### src/rtl/uart_pkg.sv
// Shared UART receive definitions: FSM state encoding, default sizing and
// the baud counter width helper.
package uart_pkg;

  typedef enum logic [1:0] {
    IDLE  = 2'd0,
    START = 2'd1,
    DATA  = 2'd2,
    STOP  = 2'd3
  } uart_state_e;

  localparam int DEF_WIDTH   = 8;
  localparam int DEF_CLK_DIV = 868;

  function automatic int baud_cnt_w(input int clk_div);
    return (clk_div > 1) ? $clog2(clk_div) : 1;
  endfunction

endpackage

### src/rtl/sync_2ff.sv
// Two-flop synchroniser for a single asynchronous bit; RST_VAL sets the
// value both flops load on reset.
module sync_2ff #(
  parameter logic RST_VAL = 1'b0
) (
  input  logic clk,
  input  logic rst,
  input  logic d,
  output logic q
);

  logic meta;

  always_ff @(posedge clk) begin
    if (rst) begin
      meta <= RST_VAL;
      q    <= RST_VAL;
    end else begin
      meta <= d;
      q    <= meta;
    end
  end

endmodule

### src/rtl/uart_rx_fifo_feeder.sv
// 8N1 UART receiver that writes each good word straight into the async FIFO
// write port, dropping it with an overrun pulse when the FIFO is full.
module uart_rx_fifo_feeder
  import uart_pkg::*;
#(
  parameter int WIDTH   = DEF_WIDTH,
  parameter int CLK_DIV = DEF_CLK_DIV
) (
  input  logic             w_clk,
  input  logic             rst,
  input  logic             rx_in,
  input  logic             fifo_full,
  output logic [WIDTH-1:0] data_out,
  output logic             w_en,
  output logic             frame_err,
  output logic             overrun_err,
  output logic             busy,
  output uart_state_e      state_dbg
);

  localparam int BAUD_W = baud_cnt_w(CLK_DIV);
  localparam int BIT_W  = $clog2(WIDTH + 1);
  localparam logic [BAUD_W-1:0] HALF_LIM = BAUD_W'(CLK_DIV / 2 - 1);
  localparam logic [BAUD_W-1:0] FULL_LIM = BAUD_W'(CLK_DIV - 1);
  localparam logic [BIT_W-1:0]  LAST_BIT = BIT_W'(WIDTH - 1);

  // FIFO write handshake: w_en is a one-cycle strobe and data_out is stable
  // while it is high; no write is issued when fifo_full is seen at the stop
  // sample, there is no back-pressure beyond that single sample.

  uart_state_e       state;
  logic              rx_s;
  logic [BAUD_W-1:0] baud_cnt;
  logic [BIT_W-1:0]  bit_cnt;
  logic [WIDTH-1:0]  shift_reg;
  logic              baud_evt;

  sync_2ff #(.RST_VAL(1'b1)) u_rx_sync (
    .clk (w_clk),
    .rst (rst),
    .d   (rx_in),
    .q   (rx_s)
  );

  // START waits half a bit so every later sample lands mid-bit.
  assign baud_evt  = (baud_cnt == ((state == START) ? HALF_LIM : FULL_LIM));
  assign busy      = (state != IDLE);
  assign state_dbg = state;

  always_ff @(posedge w_clk) begin
    if (rst) begin
      state       <= IDLE;
      baud_cnt    <= '0;
      bit_cnt     <= '0;
      shift_reg   <= '0;
      data_out    <= '0;
      w_en        <= 1'b0;
      frame_err   <= 1'b0;
      overrun_err <= 1'b0;
    end else begin
      w_en        <= 1'b0;
      frame_err   <= 1'b0;
      overrun_err <= 1'b0;
      case (state)
        IDLE: begin
          baud_cnt <= '0;
          bit_cnt  <= '0;
          if (!rx_s) state <= START;
        end
        START: begin
          if (baud_evt) begin
            baud_cnt <= '0;
            bit_cnt  <= '0;
            state    <= rx_s ? IDLE : DATA;
          end else begin
            baud_cnt <= baud_cnt + 1'b1;
          end
        end
        DATA: begin
          if (baud_evt) begin
            baud_cnt  <= '0;
            shift_reg <= {rx_s, shift_reg[WIDTH-1:1]};
            bit_cnt   <= bit_cnt + 1'b1;
            if (bit_cnt == LAST_BIT) state <= STOP;
          end else begin
            baud_cnt <= baud_cnt + 1'b1;
          end
        end
        STOP: begin
          if (baud_evt) begin
            baud_cnt <= '0;
            state    <= IDLE;
            if (rx_s && !fifo_full) begin
              data_out <= shift_reg;
              w_en     <= 1'b1;
            end else if (rx_s) begin
              overrun_err <= 1'b1;
            end else begin
              frame_err <= 1'b1;
            end
          end else begin
            baud_cnt <= baud_cnt + 1'b1;
          end
        end
        default: state <= IDLE;
      endcase
    end
  end

endmodule

### config.mk
export PLATFORM = sky130hd
export DESIGN_NAME = uart_rx_fifo_feeder
export DESIGN_NICKNAME = d
export VERILOG_FILES = /design/src/rtl/uart_pkg.sv /design/src/rtl/sync_2ff.sv /design/src/rtl/uart_rx_fifo_feeder.sv
export SDC_FILE = /design/constraint.sdc
export NUM_CORES = 1
export LEC_CHECK = 0
export BUFFER_PORTS_ARGS = -buffer_cell sky130_fd_sc_hd__buf_2
export CORE_ASPECT_RATIO = 0.8
export CORE_UTILIZATION = 56
export DETAILED_ROUTE_END_ITERATION = 6
export PLACE_DENSITY_LB_ADDON = 0.15
export SYNTH_ARGS = -nofsm -noshare
export SYNTH_HDL_FRONTEND = slang
export SYNTH_SLANG_ARGS = --single-unit
### constraint.sdc
create_clock -name w_clk -period 2.3 [get_ports w_clk]
set_input_delay 0.575 -clock w_clk [delete_from_list [all_inputs] [get_ports w_clk]]
set_output_delay 0.575 -clock w_clk [all_outputs]
set_load 0.05 [all_outputs]
==> results of run 1 <==
==> stage by stage <==
stage	instance area, µm²	hold WS [ns]
final	1730	0.397
after floorplan	1570	0.389
after global routing	1730	0.379
after global placement	1670	0.398
after detailed placement	1670	0.426
after CTS	1730	0.387
==> power breakdown <==
part | switching, mW | internal [mW] | leakage, nW | total (mW)
combinational | 0.0228 | 0.00794 | 0.327 | 0.0307
clock | 0.220 | 0.115 | 0.0310 | 0.335
sequential | 0.00695 | 0.644 | 0.299 | 0.651
==> cell families (layout without fill, tap and decap cells) <==
group	Yosys count	in the layout	share of synthesized area [%]
buf+inv	15	33	4.15
compound gates	29	29	11.3
fa+ha+maj	2	2	1.60
flops	37	37	47.3
xor+xnor	8	8	4.47
mux	10	10	6.47
simple gates	70	70	24.7
==> repair_timing <==
item,4_1_cts,5_1_grt
endpoints found under the setup margin,0,1
gates resized for setup,0,1
hold buffers,0,0
==> layout make-up <==
type,instances,area (µm²)
clock buffers,5,37.5
clock inverters,3,17.5
fillers,225,813
inverters,5,18.8
multi-input cells,119,761
flip-flops and latches,37,742
well taps,36,45.0
repair buffers,20,108
==> cell usage in the layout (no fill, tap or decap), types with 2 or more instances in the layout <==
master	netlist	routed
o31ai_1	11	11
o21ai_0	3	3
mux2i_1	9	9
nor3_1	4	4
clkbuf_4	0	5
or2_2	3	3
nand3_1	8	8
nand4b_1	2	2
buf_4	0	3
dfxtp_1	37	36
nand4_1	11	11
nand2b_1	2	2
or3_1	2	2
buf_2	1	17
xor2_1	7	7
inv_1	5	5
or4_1	3	3
nor2_1	15	15
ha_1	2	2
a21oi_1	13	13
clkinv_2	0	2
nand2_1	12	12
==> layer usage <==
| layer | track usage (%) | routed length (µm) | part of all wire (%) |
|---|---|---|---|
| met1 | 37.0 | 1620 | 50 |
| met4 | 11.7 | 60 | 1.9 |
| met3 | 7.96 | 174 | 5.4 |
| met2 | 33.3 | 1370 | 42 |
| met5 | 0 | 0 | 0 |
==> synthesized netlist by cell type <==
library cell / number / area share, %
or3_1: 2 / 0.80
o31ai_1: 11 / 5.3
o21ai_0: 3 / 0.96
nand3_1: 8 / 2.6
nor2_1: 15 / 3.6
xnor2_1: 1 / 0.56
nand2_1: 12 / 2.9
nand4b_1: 2 / 1.1
o21ai_1: 1 / 0.32
and4_1: 1 / 0.56
nand3b_1: 1 / 0.48
nand4bb_1: 1 / 0.72
inv_1: 5 / 1.2
nand4_1: 11 / 4.4
buf_6: 1 / 0.72
and2_4: 1 / 0.56
nor4_2: 1 / 0.80
nor3_1: 4 / 1.3
ha_1: 2 / 1.6
nor3b_1: 1 / 0.48
a21oi_1: 13 / 4.2
mux2i_1: 9 / 5.8
xor2_1: 7 / 3.9
or2_2: 3 / 1.2
clkbuf_1: 7 / 1.7
mux2_2: 1 / 0.72
dfxtp_1: 37 / 47
nand2b_1: 2 / 0.80
buf_2: 1 / 0.32
and2_1: 1 / 0.40
buf_1: 1 / 0.24
or4_1: 3 / 1.4
nand3_2: 1 / 0.64
o311a_1: 1 / 0.64
==> worst paths after layout <==
check	cells after the start	slack, ns	end	startpoint
max	3	0.28	busy	register
min	2	0.40	u_rx_sync.meta$_SDFF_PP1_	rx_in
max reg2reg	5	0.35	bit_cnt[3]$_SDFFE_PP0P_	baud_cnt[2]$_SDFF_PP0_
min reg2reg	1	0.46	u_rx_sync.q$_SDFF_PP1_	u_rx_sync.meta$_SDFF_PP1_
==> critical path: cells and delay by family (launching register included) <==
kind                   cells  cell delay (ns)
DFF                        1             0.61
buffers and inverters      2             0.32
and+or+nand+nor            1             0.16
==> results, run 1 <==
- The power after layout is 1.02 mW.
- The total setup buffers inserted after CTS is 0.
- The pre-antenna-repair detailed-routing pass consisted of 4 iterations.
- Of the available clock period, the critical path in the final layout requires 88.0%.
- The final period demand of the worst path is 2.02 ns.
- The finished layout holds 225 standard cells, fillers aside.
- The number of CTS-inserted buffers is 5.
- The area of the mapped netlist is 1570 µm².
- The number of global-route vias before repair is 1,153.
- VDD sags by at most 380 µV.
- The floorplan has 16 rows.
- The number of instances in the synthesized netlist is 171.
- The synthesis warning total is 0.
- The floorplan step defined a die boundary enclosing 3010 µm².
- Global routing finished with a remaining overflow of 0.
- The clock transition at the registers of the reported paths is 0.12 ns.
- STA classifies the critical path startpoint as a register.
- The top fanout value on the critical path is 13.
- The share of the Yosys chip area taken by registers is 47.3%.
- The worst stage delay on the critical path is 0.61 ns.
- The data required time of the critical path is 1.73 ns.
- The global-route wire length before repair is 5330 µm.
- The number of levels the H-tree was split into is 2.
- The number of vias after detailed routing is 1,275.
- Once detail routing completed, the nets flagged for antenna violations numbered 0.
- The core footprint is 2540 µm².
- The worst pin sits at a relative slew slack of 65.5%.
- The count of final hold-check violations is 0.
- The count of buffers from port buffering is 17.
- The final antenna diode count is 0.
- The horizontal extent of the die is 61.1 µm.
- The tool flagged a number of max-cap violations equal to 0.
- The largest buffer count on any clock path is 2.
- Setup violations remaining at the end of the flow were counted as 0.
- The number of antenna violations at the first check in global routing is 0.
- The detailed-route wire length is 3230 µm.
- The largest net degree at the start of global routing is 24.
- The sum of negative setup slack is 0 ns.
- The synthesized netlist net count is 177.
- For this configuration, the core starts out at a cell density of 61.6%.
- The maximum frequency from static timing analysis is 0.494 GHz.
- The count of clock tree sinks is 37.
- The floorplan die height is 49.3 µm.
- At the worst endpoint, the arrival time is 1.45 ns.
- The detailed-placement wirelength estimate is 2360 µm.
- Counting flops and latches in the post-synthesis netlist gives 37.
- The path class of the lowest-slack min-delay path is primary input to register.
- The number of distinct standard cells referenced by the synthesized netlist is 34.
- The count of pins over their slew limit is 0.
- The overall global routing resource usage is 25.3%.
- Compared with the post-synthesis result, the final layout area differs by 10.4%.
- The total power divided by cell area is 588 nW/µm².
- The endpoint type of the worst setup path is an output port.
- The final net count is 194.
- Walking the worst path, the cells encountered are nor2_1 > inv_1 > buf_2.
- The post-detailed-route DRC marker count is 0.
- The wire length per cell is 14.4 µm.
- Setup repair after global routing left no endpoint under its margin.
- Once layout is complete, the utilization of the core stands at 68.0%.
- The minimum setup slack in the final design is 0.276 ns.
- The global placement routability congestion is 0.861.
- The DRC violation total after the first TritonRoute iteration is 96.
- The synthesized area divided by synthesized cell count is 9.16 µm².
- Between clock sinks in the finished design, the worst skew comes to 0.0111 ns.
- The clock latency on the worst-skew pair is 0.35 ns.
- The leakage power total is 0.657 nW.
- The number of primary I/O pins is 18.
- The cell with the biggest individual delay on the critical path is dfxtp_1.
- The register with the most flip-flops in the layout has 10 of them.
- After detailed routing, the number of vias per cell comes to 5.67.
- For the pin with the worst max-slew slack, the measured transition is 0.512 ns.
- The root cell of the clock tree is clkbuf_4.
- The run finished with clean final reports.
- The post-route netlist has 19.0% of its cells at a drive strength greater than 1.
- TritonCTS built the clock tree.
- Counting tap cells, the placed design contains a total of 217 instances.
- The critical path is of the register to output port type.
- Prior to clock tree synthesis, the placed netlist has a worst setup slack of 0.381 ns.
No activity file was read; power rests on OpenSTA's default activity.
==> inputs of run 2 (changes only) <==
--- a/config.mk
+++ b/config.mk
@@ -9,6 +9,7 @@
 export CORE_ASPECT_RATIO = 0.8
 export CORE_UTILIZATION = 56
 export DETAILED_ROUTE_END_ITERATION = 6
+export GPL_TIMING_DRIVEN = 0
 export PLACE_DENSITY_LB_ADDON = 0.15
 export SYNTH_ARGS = -nofsm -noshare
 export SYNTH_HDL_FRONTEND = slang
==> results, run 2 (synthesis results as in run 1) <==
- The flow ran to the end, and the final reports show no timing, DRC or antenna violations.
- The kind of launch point of the worst setup path is a register.
- The sum of negative setup slack is 0 ns.
- For this configuration, the core starts out at a cell density of 61.6%.
- The floorplan step defined a core boundary enclosing 2540 µm².
- The arrival time at the worst endpoint is 1.55 ns.
- The overall global routing resource usage is 24.9%.
- The number of antenna violations at the first check in global routing came to 0.
- After the last flow step, the layout net total stands at 201.
- The global placement routability congestion is 0.879.
- The final route contains 1,319 vias.
- Across the VDD grid, the largest voltage drop is 454 µV.
- The register with the most flip-flops in the layout has 10 of them.
- The global-route wire length before repair is 5580 µm.
- In the routed design, unresolved DRC markers number 0.
- In the routed layout, each cell is associated on average with a via count of 5.73.
- The count of pins over their slew limit was 0.
- Buffers inserted during clock tree synthesis total 5.
- The worst setup path is of the register to output port kind.
- The largest buffer count on any clock path is 2.
- The tightest min-delay check is of the register to register type.
- The clock latency on the worst-skew pair is 0.32 ns.
- The final worst-path cycle share is 92.4%.
- Once the clock tree was built, the setup fixing pass inserted 0 buffers.
- The cell-internal power is 0.758 mW.
- The switching part of the total is 22.4%.
- After floorplanning, the core was divided into 16 placement rows.
- The wire length per cell is 14.4 µm.
- At the worst endpoint, the required time is 1.73 ns.
- Setup repair after global routing left no endpoint under its margin.
- The maximum frequency from static timing analysis is 0.470 GHz.
- The top cell types in the final layout, fill and taps aside, are 37 x dfxtp_1, 18 x buf_2, 15 x nor2_1, 13 x a21oi_1, 12 x nand2_1.
- The worst-case headroom to the max-slew limit is 45.3%.
- The number of nets still failing antenna checks after routing is 0.
- The switching power of the nets is 0.219 mW.
- In this run, the number of DRC markers left after iteration 0 of detailed routing was 155.
- The horizontal extent of the die is 61.1 µm.
- The worst setup path is captured at an output port.
- The pre-antenna-repair detailed-routing pass consisted of 4 iterations.
- The layout cell share with drive strength beyond 1 is 17.0%.
- Detailed placement ended at an HPWL of 2510 µm.
- The library cell used most frequently in the layout, excluding fill and tap cells, is dfxtp_1.
- Per report_power, the clock group accounts for 30.1% of the total.
- Global routing finished with a remaining overflow of 0.
- The final worst clock skew is 0.00550 ns.
- The slew at the pin with the worst max-slew slack is 0.813 ns.
- The number of antenna diodes in the final layout is 0.
- Dividing total power by cell area gives a power density of 561 nW/µm².
- 18 I/O pins were placed.
- The number of max-cap violations is 0.
- Setup slack closes at 0.174 ns.
- The number of setup violations in the final report is 0.
- The floorplan die height is 49.3 µm.
- In this run the number of H-tree levels came out at 2.
- Entering global routing, the biggest net connects 11 pins.
- The proportion of power drawn by flip-flops and latches is 66.2%.
- After clock tree synthesis, the clock-pin slew on the worst setup and hold paths is 0.10 ns.
- Relative to the synthesized area, the layout overhead comes to 11.1%.
- Clock tree synthesis found a total of 37 sinks.
- The count of final hold-check violations is 0.
- The number of global-route vias before repair is 1,204.
- Combinational logic burns 3.8% of the power.
- The analysis attributes to cell leakage a power of 0.660 nW.
- The die covers 3010 µm².
- Port buffering added 17 buffers.
- The setup slack at placement is 0.275 ns.
- In this run the worst path has a maximum fanout of 10.
- Clock tree synthesis selected as its root buffer the cell clkbuf_4.
- After detailed routing, the total wire length is 3310 µm.
- The CTS tree is yes.
- The worst path in the final design needs a cycle of 2.13 ns, including I/O delays and setup.
run 2: cell count changes in the layout (fill, tap and decap cells not counted):
| cell | delta |
|---|---|
| clkbuf_1 | +6 |
| buf_4 | -3 |
| buf_1 | +1 |
| buf_2 | +1 |
| buf_6 | +1 |
| clkbuf_2 | +1 |
| clkinv_2 | -1 |
| clkinvlp_4 | -1 |
| dfxtp_1 | +1 |
| dfxtp_2 | -1 |
run 2: area by class of cell:
class | count | area (µm²)
Timing Repair Buffer | 17 | 85.1
Clock buffer | 5 | 37.5
Inverter | 5 | 18.8
Clock inverter | 1 | 5.00
Multi-Input combinational cell | 119 | 761
Sequential cell | 37 | 741
Buffer | 10 | 47.5
Tap cell | 36 | 45.0
Fill cell | 213 | 802
run 2: worst paths after layout:
| check | depth (start not counted) | slack [ns] | endpoint | start |
|---|---|---|---|---|
| hold reg to reg | 1 | 0.42 | u_rx_sync.q$_SDFF_PP1_ | u_rx_sync.meta$_SDFF_PP1_ |
| hold / removal | 1 | 0.42 | u_rx_sync.q$_SDFF_PP1_ | u_rx_sync.meta$_SDFF_PP1_ |
| setup / recovery | 4 | 0.17 | busy | state_dbg[0]$_SDFFE_PP0P_ |
| setup reg to reg | 5 | 0.26 | shift_reg[1]$_SDFFE_PP0P_ | baud_cnt[6]$_SDFF_PP0_ |
run 2: worst max-delay path, stage by stage (launching register included):
cell      delay, ns
dfxtp_1        0.41
clkbuf_1       0.36
nor2_1         0.13
inv_1          0.07
buf_2          0.25
run 2: timing repair:
item / 4_1_cts / 5_1_grt
gates resized for setup: 0 / 2
endpoints found under the setup margin: 0 / 1
hold buffers: 0 / 0
run 2: per-layer routing:
layer / vias up / share of wire [%] / GRT usage, %
li1: 659 / - / -
met4: 0 / 0.82 / 6.06
met1: 611 / 50 / 36.8
met2: 44 / 43 / 34.8
met5: - / 0 / 0
met3: 5 / 6.6 / 7.69
run 2: metrics by stage:
step	hold slack (ns)	total power [mW]	utilization (%)	std cells	area, µm²
2_1_floorplan	0.389	0.686	-	171	1570
3_3_place_gp	0.396	0.696	66.7	224	1700
3_5_place_dp	0.403	0.698	66.7	224	1700
4_1_cts	0.423	0.981	68.4	230	1740
5_1_grt	0.420	1.02	68.5	230	1740
6_report	0.420	0.977	68.5	230	1740
run 2: power by group through the flow:
stage	registers [mW]	logic (mW)	clock network (mW)
finish	0.647	0.0368	0.294
floorplan	0.664	0.0224	0
CTS	0.647	0.0363	0.298
detailed placement	0.662	0.0363	0
global route	0.647	0.0408	0.329
global placement	0.661	0.0352	0
